$ cat config.mk
export PLATFORM = sky130hd
export DESIGN_NAME = skin_mask_stats
export DESIGN_NICKNAME = d
export VERILOG_FILES = /design/src/rtl/skin_pkg.sv /design/src/rtl/hsv_window_cmp.sv /design/src/rtl/skin_mask_stats.sv
export SDC_FILE = /design/constraint.sdc
export NUM_CORES = 1
export LEC_CHECK = 0
export CAP_MARGIN = 10
export CORE_MARGIN = 3
export CORE_UTILIZATION = 40
export DETAILED_ROUTE_END_ITERATION = 6
export GPL_ROUTABILITY_DRIVEN = 0
export HOLD_SLACK_MARGIN = 0.08
export PLACE_DENSITY = 0.69
export SLEW_MARGIN = 25
export SYNTH_ARGS = -nofsm -noshare
export SYNTH_HDL_FRONTEND = slang
export SYNTH_HIERARCHICAL = 1
export SYNTH_SLANG_ARGS = --single-unit
$ cat constraint.sdc
create_clock -name clk -period 13.8 [get_ports clk]
set_clock_uncertainty 0.1 [all_clocks]
set_input_delay 4.14 -clock clk [delete_from_list [all_inputs] [get_ports clk]]
set_output_delay 4.14 -clock clk [all_outputs]
set_load 0.02 [all_outputs]
$ cat src/rtl/skin_pkg.sv
// Shared constants for the skin-mask stage: threshold field width, default HSV window
// and the empty-bbox marker used when SKIN_BBOX_EN is defined.
package skin_pkg;

  localparam int THR_W = 8;

  localparam logic [THR_W-1:0] DEF_H_MIN = 8'd0;
  localparam logic [THR_W-1:0] DEF_H_MAX = 8'd25;
  localparam logic [THR_W-1:0] DEF_S_MIN = 8'd40;
  localparam logic [THR_W-1:0] DEF_S_MAX = 8'd170;
  localparam logic [THR_W-1:0] DEF_V_MIN = 8'd60;

  // Wide enough for any coordinate width; slice to size at the use site.
  localparam logic [15:0] BBOX_EMPTY = 16'hffff;

endpackage

$ cat src/rtl/hsv_window_cmp.sv
// Combinational HSV window test; the hue window wraps through 255/0 when h_min > h_max.
module hsv_window_cmp
  import skin_pkg::*;
(
  input  logic [THR_W-1:0] h,
  input  logic [THR_W-1:0] s,
  input  logic [THR_W-1:0] v,
  input  logic [THR_W-1:0] h_min,
  input  logic [THR_W-1:0] h_max,
  input  logic [THR_W-1:0] s_min,
  input  logic [THR_W-1:0] s_max,
  input  logic [THR_W-1:0] v_min,
  output logic             hit
);

  logic hue_ok;

  always_comb begin
    if (h_min <= h_max) hue_ok = (h >= h_min) && (h <= h_max);
    else                hue_ok = (h >= h_min) || (h <= h_max);
    hit = hue_ok && (s >= s_min) && (s <= s_max) && (v >= v_min);
  end

endmodule

$ cat src/rtl/skin_mask_stats.sv
// HSV skin thresholding with registered mask/syncs and per-frame count/sum_x/sum_y statistics.
// Optional SKIN_BBOX_EN adds a per-frame bounding box of skin pixels.
module skin_mask_stats
  import skin_pkg::*;
#(
  parameter int X_W   = 11,
  parameter int Y_W   = 11,
  parameter int CNT_W = 22
) (
  input  logic                 clk,
  input  logic                 rst,
  input  logic                 ce,
  input  logic                 de_in,
  input  logic                 hsync_in,
  input  logic                 vsync_in,
  input  logic [THR_W-1:0]     H,
  input  logic [THR_W-1:0]     S,
  input  logic [THR_W-1:0]     V,
  input  logic [THR_W-1:0]     h_min,
  input  logic [THR_W-1:0]     h_max,
  input  logic [THR_W-1:0]     s_min,
  input  logic [THR_W-1:0]     s_max,
  input  logic [THR_W-1:0]     v_min,
  output logic                 mask,
  output logic                 de_out,
  output logic                 hsync_out,
  output logic                 vsync_out,
  output logic                 frame_valid,
  output logic [CNT_W-1:0]     pix_count,
  output logic [X_W+CNT_W-1:0] sum_x,
  output logic [Y_W+CNT_W-1:0] sum_y
`ifdef SKIN_BBOX_EN
  ,
  output logic [X_W-1:0]       bbox_x_min,
  output logic [X_W-1:0]       bbox_x_max,
  output logic [Y_W-1:0]       bbox_y_min,
  output logic [Y_W-1:0]       bbox_y_max
`endif
);

  localparam int SX_W = X_W + CNT_W;
  localparam int SY_W = Y_W + CNT_W;

  logic [X_W-1:0]   x;
  logic [Y_W-1:0]   y;
  logic [CNT_W-1:0] cnt_acc, cnt_n;
  logic [SX_W-1:0]  sx_acc, sx_n;
  logic [SY_W-1:0]  sy_acc, sy_n;
  logic             win, skin, vs_rise;

`ifdef SKIN_BBOX_EN
  localparam logic [X_W-1:0] X_EMPTY = BBOX_EMPTY[X_W-1:0];
  localparam logic [Y_W-1:0] Y_EMPTY = BBOX_EMPTY[Y_W-1:0];
  logic [X_W-1:0] bx0_acc, bx1_acc, bx0_n, bx1_n;
  logic [Y_W-1:0] by0_acc, by1_acc, by0_n, by1_n;
`endif

  hsv_window_cmp u_cmp (
    .h     (H),
    .s     (S),
    .v     (V),
    .h_min (h_min),
    .h_max (h_max),
    .s_min (s_min),
    .s_max (s_max),
    .v_min (v_min),
    .hit   (win)
  );

  // vsync_out/de_out double as the registered copies used for edge detection.
  assign skin    = de_in && win;
  assign vs_rise = vsync_in && !vsync_out;

  // On a frame boundary the accumulators restart from empty, so a coincident skin pixel lands in the new frame.
  always_comb begin
    cnt_n = vs_rise ? '0 : cnt_acc;
    sx_n  = vs_rise ? '0 : sx_acc;
    sy_n  = vs_rise ? '0 : sy_acc;
    if (skin && !(&cnt_n)) begin
      cnt_n = cnt_n + CNT_W'(1);
      sx_n  = sx_n + SX_W'(x);
      sy_n  = sy_n + SY_W'(y);
    end
`ifdef SKIN_BBOX_EN
    bx0_n = vs_rise ? X_EMPTY : bx0_acc;
    bx1_n = vs_rise ? '0      : bx1_acc;
    by0_n = vs_rise ? Y_EMPTY : by0_acc;
    by1_n = vs_rise ? '0      : by1_acc;
    if (skin) begin
      if (x < bx0_n) bx0_n = x;
      if (x > bx1_n) bx1_n = x;
      if (y < by0_n) by0_n = y;
      if (y > by1_n) by1_n = y;
    end
`endif
  end

  always_ff @(posedge clk or posedge rst) begin
    if (rst) begin
      mask        <= 1'b0;
      de_out      <= 1'b0;
      hsync_out   <= 1'b0;
      vsync_out   <= 1'b0;
      frame_valid <= 1'b0;
      pix_count   <= '0;
      sum_x       <= '0;
      sum_y       <= '0;
      x           <= '0;
      y           <= '0;
      cnt_acc     <= '0;
      sx_acc      <= '0;
      sy_acc      <= '0;
`ifdef SKIN_BBOX_EN
      bx0_acc     <= X_EMPTY;
      bx1_acc     <= '0;
      by0_acc     <= Y_EMPTY;
      by1_acc     <= '0;
      bbox_x_min  <= X_EMPTY;
      bbox_x_max  <= '0;
      bbox_y_min  <= Y_EMPTY;
      bbox_y_max  <= '0;
`endif
    end else begin
      frame_valid <= 1'b0;
      if (ce) begin
        mask      <= skin;
        de_out    <= de_in;
        hsync_out <= hsync_in;
        vsync_out <= vsync_in;
        x         <= de_in ? x + X_W'(1) : '0;
        if (vs_rise)               y <= '0;
        else if (de_out && !de_in) y <= y + Y_W'(1);
        cnt_acc   <= cnt_n;
        sx_acc    <= sx_n;
        sy_acc    <= sy_n;
`ifdef SKIN_BBOX_EN
        bx0_acc   <= bx0_n;
        bx1_acc   <= bx1_n;
        by0_acc   <= by0_n;
        by1_acc   <= by1_n;
`endif
        if (vs_rise) begin
          frame_valid <= 1'b1;
          pix_count   <= cnt_acc;
          sum_x       <= sx_acc;
          sum_y       <= sy_acc;
`ifdef SKIN_BBOX_EN
          bbox_x_min  <= bx0_acc;
          bbox_x_max  <= bx1_acc;
          bbox_y_min  <= by0_acc;
          bbox_y_max  <= by1_acc;
`endif
        end
      end
    end
  end

endmodule

# Word-level counts from Yosys, hierarchy flattened
# Cells that the tools add are included.
# op_classes
multipliers	0
addsub	5
div	0
shifts	0
n_eq_ne	0
reduce_logical	16
order_cmp	6
n_mux	12
n_bitwise	0
# ops
op	count
$mux W33	4
$add A33 B11 Y33	2
$mux W22	2
$mux W11	3
$ge A8 B8 Y1	3
$le A8 B8 Y1	3
$add A11 B1 Y11 const B	2
$add A22 B1 Y22 const B	1
$reduce_and A22 Y1	1
$logic_and A1 B1 Y1	8
$reduce_and A2 Y1	2
$logic_not A1 Y1	3
$mux W1	3
$reduce_bool A2 Y1	1
$logic_or A1 B1 Y1	1
# totals
elab_cells	52
mem_count	0
latch_bits	0
regBits	203
ram_bits	0
rom_bits	0

# Longest topological paths before layout
# depth
ltp_word	9
depth_mapped	14
mapped_depth_nobuf	14

# Modules after synthesis
# Netlist, hierarchy kept.
# modules_own_cells
module	instances	area_per_inst_um2	seq_area_each_um2	cells_each
skin_mask_stats	1	9938.3	5079.9	1090
hsv_window_cmp	1	1143.6	0.0	147

# Worst setup path after synthesis
# OpenSTA, ideal clock, no wires.
# synth_path
path_kind	input to register
from	input h_max[1]
to	register sx_acc[28]
path_buffers	0
cell_stages	14
setup_time_ns	0.124
arrival_time_ns	6.773
path_slack_ns	6.803
cell_sequence	inv_1 ha_1 nor2b_4 o211ai_2 a21oi_1 o22a_1 maj3_2 a2111oi_2 and3_1 nand3_1 a311oi_1 a21boi_2 nand4_1 xor2_1
# synth_between
elab_chain_len	9
word_cells_on_any_way	11
# synth_lines
item	line	text
start, declared	skin_mask_stats.sv:20	input logic [THR_W-1:0] h_max,
$le A8 B8 Y1	hsv_window_cmp.sv:19, hsv_window_cmp.sv:20	
$logic_or A1 B1 Y1 or $logic_and A1 B1 Y1 (tied branches)	hsv_window_cmp.sv:20, hsv_window_cmp.sv:19	
$mux W1 (*)	hsv_window_cmp.sv:19	if (h_min <= h_max) hue_ok = (h >= h_min) && (h <= h_max);
$logic_and A1 B1 Y1 (*) (3 in a row)	hsv_window_cmp.sv:21	hit = hue_ok && (s >= s_min) && (s <= s_max) && (v >= v_min);
named net win	skin_mask_stats.sv:49	logic win, skin, vs_rise;
$logic_and A1 B1 Y1 (*)	skin_mask_stats.sv:71	assign skin = de_in && win;
$logic_and A1 B1 Y1 (*)	skin_mask_stats.sv:79	if (skin && !(&cnt_n)) begin
$mux W33 (*)	skin_mask_stats.sv:79	
end signal, assigned	skin_mask_stats.sv:134	sx_acc <= sx_n;
end, declared	skin_mask_stats.sv:47	logic [SX_W-1:0] sx_acc, sx_n;
# The timed path passes the listed nets; every way through them passes the cells marked *.
# A chain may end at the register's enable or synchronous reset.

# Worst setup path after layout
# layout_path
from	input h_max[1]
to	register sx_acc[29]
# Same word-level chain as after synthesis.

==> results.json <==
{
  "status": "completed",
  "wire_per_inst_um": 15.33,
  "vdd_drop_max_uv": 99.03,
  "synth_edf_count": 0,
  "hold-worst-slack_ns": 0.3719,
  "path_delay_family": "compound AO/OA/AOI/OAI gates",
  "io_buffers": 162,
  "grt_pass1_wl_um": 45100,
  "area_delta_synth_final_pct": 25.82,
  "dr.pass1.iters": 5,
  "slowest_stage": "a31oi_4",
  "rsz0062_at_grt": "false",
  "crit_fanout": 18,
  "netlist_area_um2": 11080,
  "slew_violations": 0,
  "grt_use_total_pct": 18.32,
  "syn_area_per_cell_um2": 8.959,
  "root_buffer": "clkbuf_16",
  "cts_buffers": 23,
  "worstSkewPairLatency_ns": 0.52,
  "syn_inst": 1237,
  "synth_nets": 1382,
  "die_y_um": 172.4,
  "yosysMostFrequentCell": "nand2_1",
  "vias_per_cell": 5.104,
  "synth-seq-cells": 203,
  "n_antenna_cell": 0,
  "slew_headroom_pct": 41.28,
  "critPathCaptureType": "flip-flop",
  "cts_resized": 0,
  "start_util_pct": 40.89,
  "path_buf_inv": 2,
  "netlist_top_cells_area": "dfrtp_1, nand2_1, ha_1",
  "drive_gt1_share_pct": 5.560,
  "antenna_found_initial": 0,
  "leakage_uw": 0.006497,
  "period_minus_slack_ns": 7.634,
  "yosys_most_used_dff": "dfrtp_1",
  "die_area_um2": 29740,
  "power_uw": 1417,
  "path_clk_slew_ns": 0.06,
  "postCtsSetupBuffers": 0,
  "cp.arrival_ns": 7.98,
  "max_stage_delay_ns": 0.57,
  "synth_top_area_share_pct": 45.84,
  "async_reset_ff_share_pct": 100.0,
  "core_area_um2": 27100,
  "die_w_um": 172.4,
  "cts_tree": "yes",
  "grt_max_degree": 127,
  "core.rowCount": 60,
  "path_cells": "clkdlybuf4s50_1 -> inv_1 -> ha_1 -> nor2b_4 -> o211ai_2 -> a21oi_1 -> o22a_1 -> maj3_2 -> a2111oi_2 -> nand3_1 -> a31oi_4 -> o21ai_2 -> nor4b_2 -> xnor2_1",
  "drc": 0,
  "holdBufCountCts": 0,
  "grt_overflow_total": 0,
  "vias": 9059,
  "ys_types": 74,
  "max_freq_ghz": 0.1310,
  "clk_path_buf_depth": 3,
  "drt_iter0_drc": 673,
  "num_io_pins": 163,
  "synth_top_area_cell": "dfrtp_1",
  "min_path_type": "flip-flop to flip-flop",
  "postRouteAntennaNets": 0,
  "routed_wl_um": 27220,
  "criticalPathCategory": "input pin to flip-flop",
  "critPathLaunchType": "input pin",
  "place.detailed.hpwl_um": 18870,
  "worst_pin_slew_ns": 0.8808,
  "setup-violations-final": 0,
  "power.density_nw_per_um2": 101.6,
  "finalSetupTns_ns": 0,
  "cap_violations": 0,
  "clock_sinks": 203,
  "worstPathRequired_ns": 14.15,
  "cts_max_level": 1,
  "grt_pass1_vias": 9010,
  "ys_warn_count": 6,
  "yosysSeqAreaShare_pct": 45.84,
  "period_share_pct": 55.32,
  "n_fill_cell": 2514,
  "ys_top_cells_by_count": "nand2_1, dfrtp_1, ha_1, inv_1, xor2_1",
  "final_nets": 1531,
  "hold_viol": 0
}
## registers in the layout, summed over array words and instances, names as in the netlist
name,count
sum_x,33
sum_y,33
sx_acc,33
sy_acc,33
cnt_acc,22
pix_count,22
x,11
y,11
de_out,1
frame_valid,1
hsync_out,1
mask,1
vsync_out,1
## metal layers
| metal | part of all wire [%] | GRT usage (%) | up-vias |
|---|---|---|---|
| met4 | 1.9 | 4.339 | 0 |
| met1 | 47 | 26.11 | 4381 |
| li1 | - | - | 4456 |
| met5 | 0 | 0 | - |
| met3 | 3.9 | 2.286 | 35 |
| met2 | 47 | 29.90 | 187 |
## power breakdown
part	internal [µW]	switching (µW)	leakage, µW	total (µW)
sequential	601	7.49	0.00283	609
clock	446	248	0.000438	694
combinational	47.5	66.5	0.00323	114
## cells by family after synthesis
family,share of synthesized area (%)
multiplexers,0.1016
flip-flops,45.84
XOR/XNOR,7.113
buffers and inverters,3.760
adder cells (fa/ha/maj),8.705
AO/OA/AOI/OAI,9.349
AND/OR/NAND/NOR,25.13
## tightest hold or removal path, cell delays in order (launching register included)
cell     delay, ns
dfrtp_1       0.34
nand2_1       0.05
nand2_1       0.05
## through the flow
| step | utilization (%) | instances | setup slack (ns) | cell area (µm²) |
|---|---|---|---|---|
| global route | 51.45 | 1775 | 5.857 | 13940 |
| floorplan | - | 1237 | 4.021 | 11080 |
| finish | 51.45 | 1775 | 6.166 | 13940 |
| detailed placement | 48.08 | 1732 | 5.593 | 13030 |
| CTS | 51.33 | 1774 | 6.174 | 13910 |
| global placement | 48.05 | 1732 | 5.714 | 13020 |
## final cells by class
class / instances / area (µm²) / area share, %
Clock inverter: 14 / 237.7 / 1.705
Multi-Input combinational cell: 932 / 5593 / 40.11
Tap cell: 372 / 465.4 / 3.338
Sequential cell: 203 / 5080 / 36.43
Inverter: 56 / 217.7 / 1.561
Clock buffer: 28 / 644.4 / 4.621
Timing Repair Buffer: 170 / 1705 / 12.23
## cell usage in the layout, fill, tap and decap left out, drive strengths merged, types with 3 or more instances in the layout
cell	instances
nand2	398
dfrtp	203
clkdlybuf4s50	162
ha	73
inv	57
xor2	51
nand3	48
o21ai	45
xnor2	39
nor2	36
a21oi	34
and2	30
nand4	29
clkbuf	28
and3	19
nor3	16
a21o	12
nor4	9
a22o	8
buf	8
o31ai	7
and4	7
bufinv	6
clkinv	6
a211oi	6
nand2b	5
nor2b	5
o211ai	5
a31oi	4
nor4b	4
o21bai	3
o22ai	3
o2111ai	3
a2111oi	3
## worst paths after layout
| path | from | endpoint | slack, ns | cells past startpoint |
|---|---|---|---|---|
| hold reg to reg | sum_y[21] | sum_y[21] | 0.37 | 2 |
| setup reg to reg | vsync_out | sx_acc[14] | 10.32 | 11 |
| min in group asynchronous | rst | sum_x[19] | 4.09 | 2 |
| setup / recovery | h_max[1] | sx_acc[29] | 6.17 | 14 |
| max in group asynchronous | rst | sy_acc[3] | 8.22 | 3 |
| hold / removal | sum_y[21] | sum_y[21] | 0.37 | 2 |
Note: power is estimated with default switching activity, not from simulation.
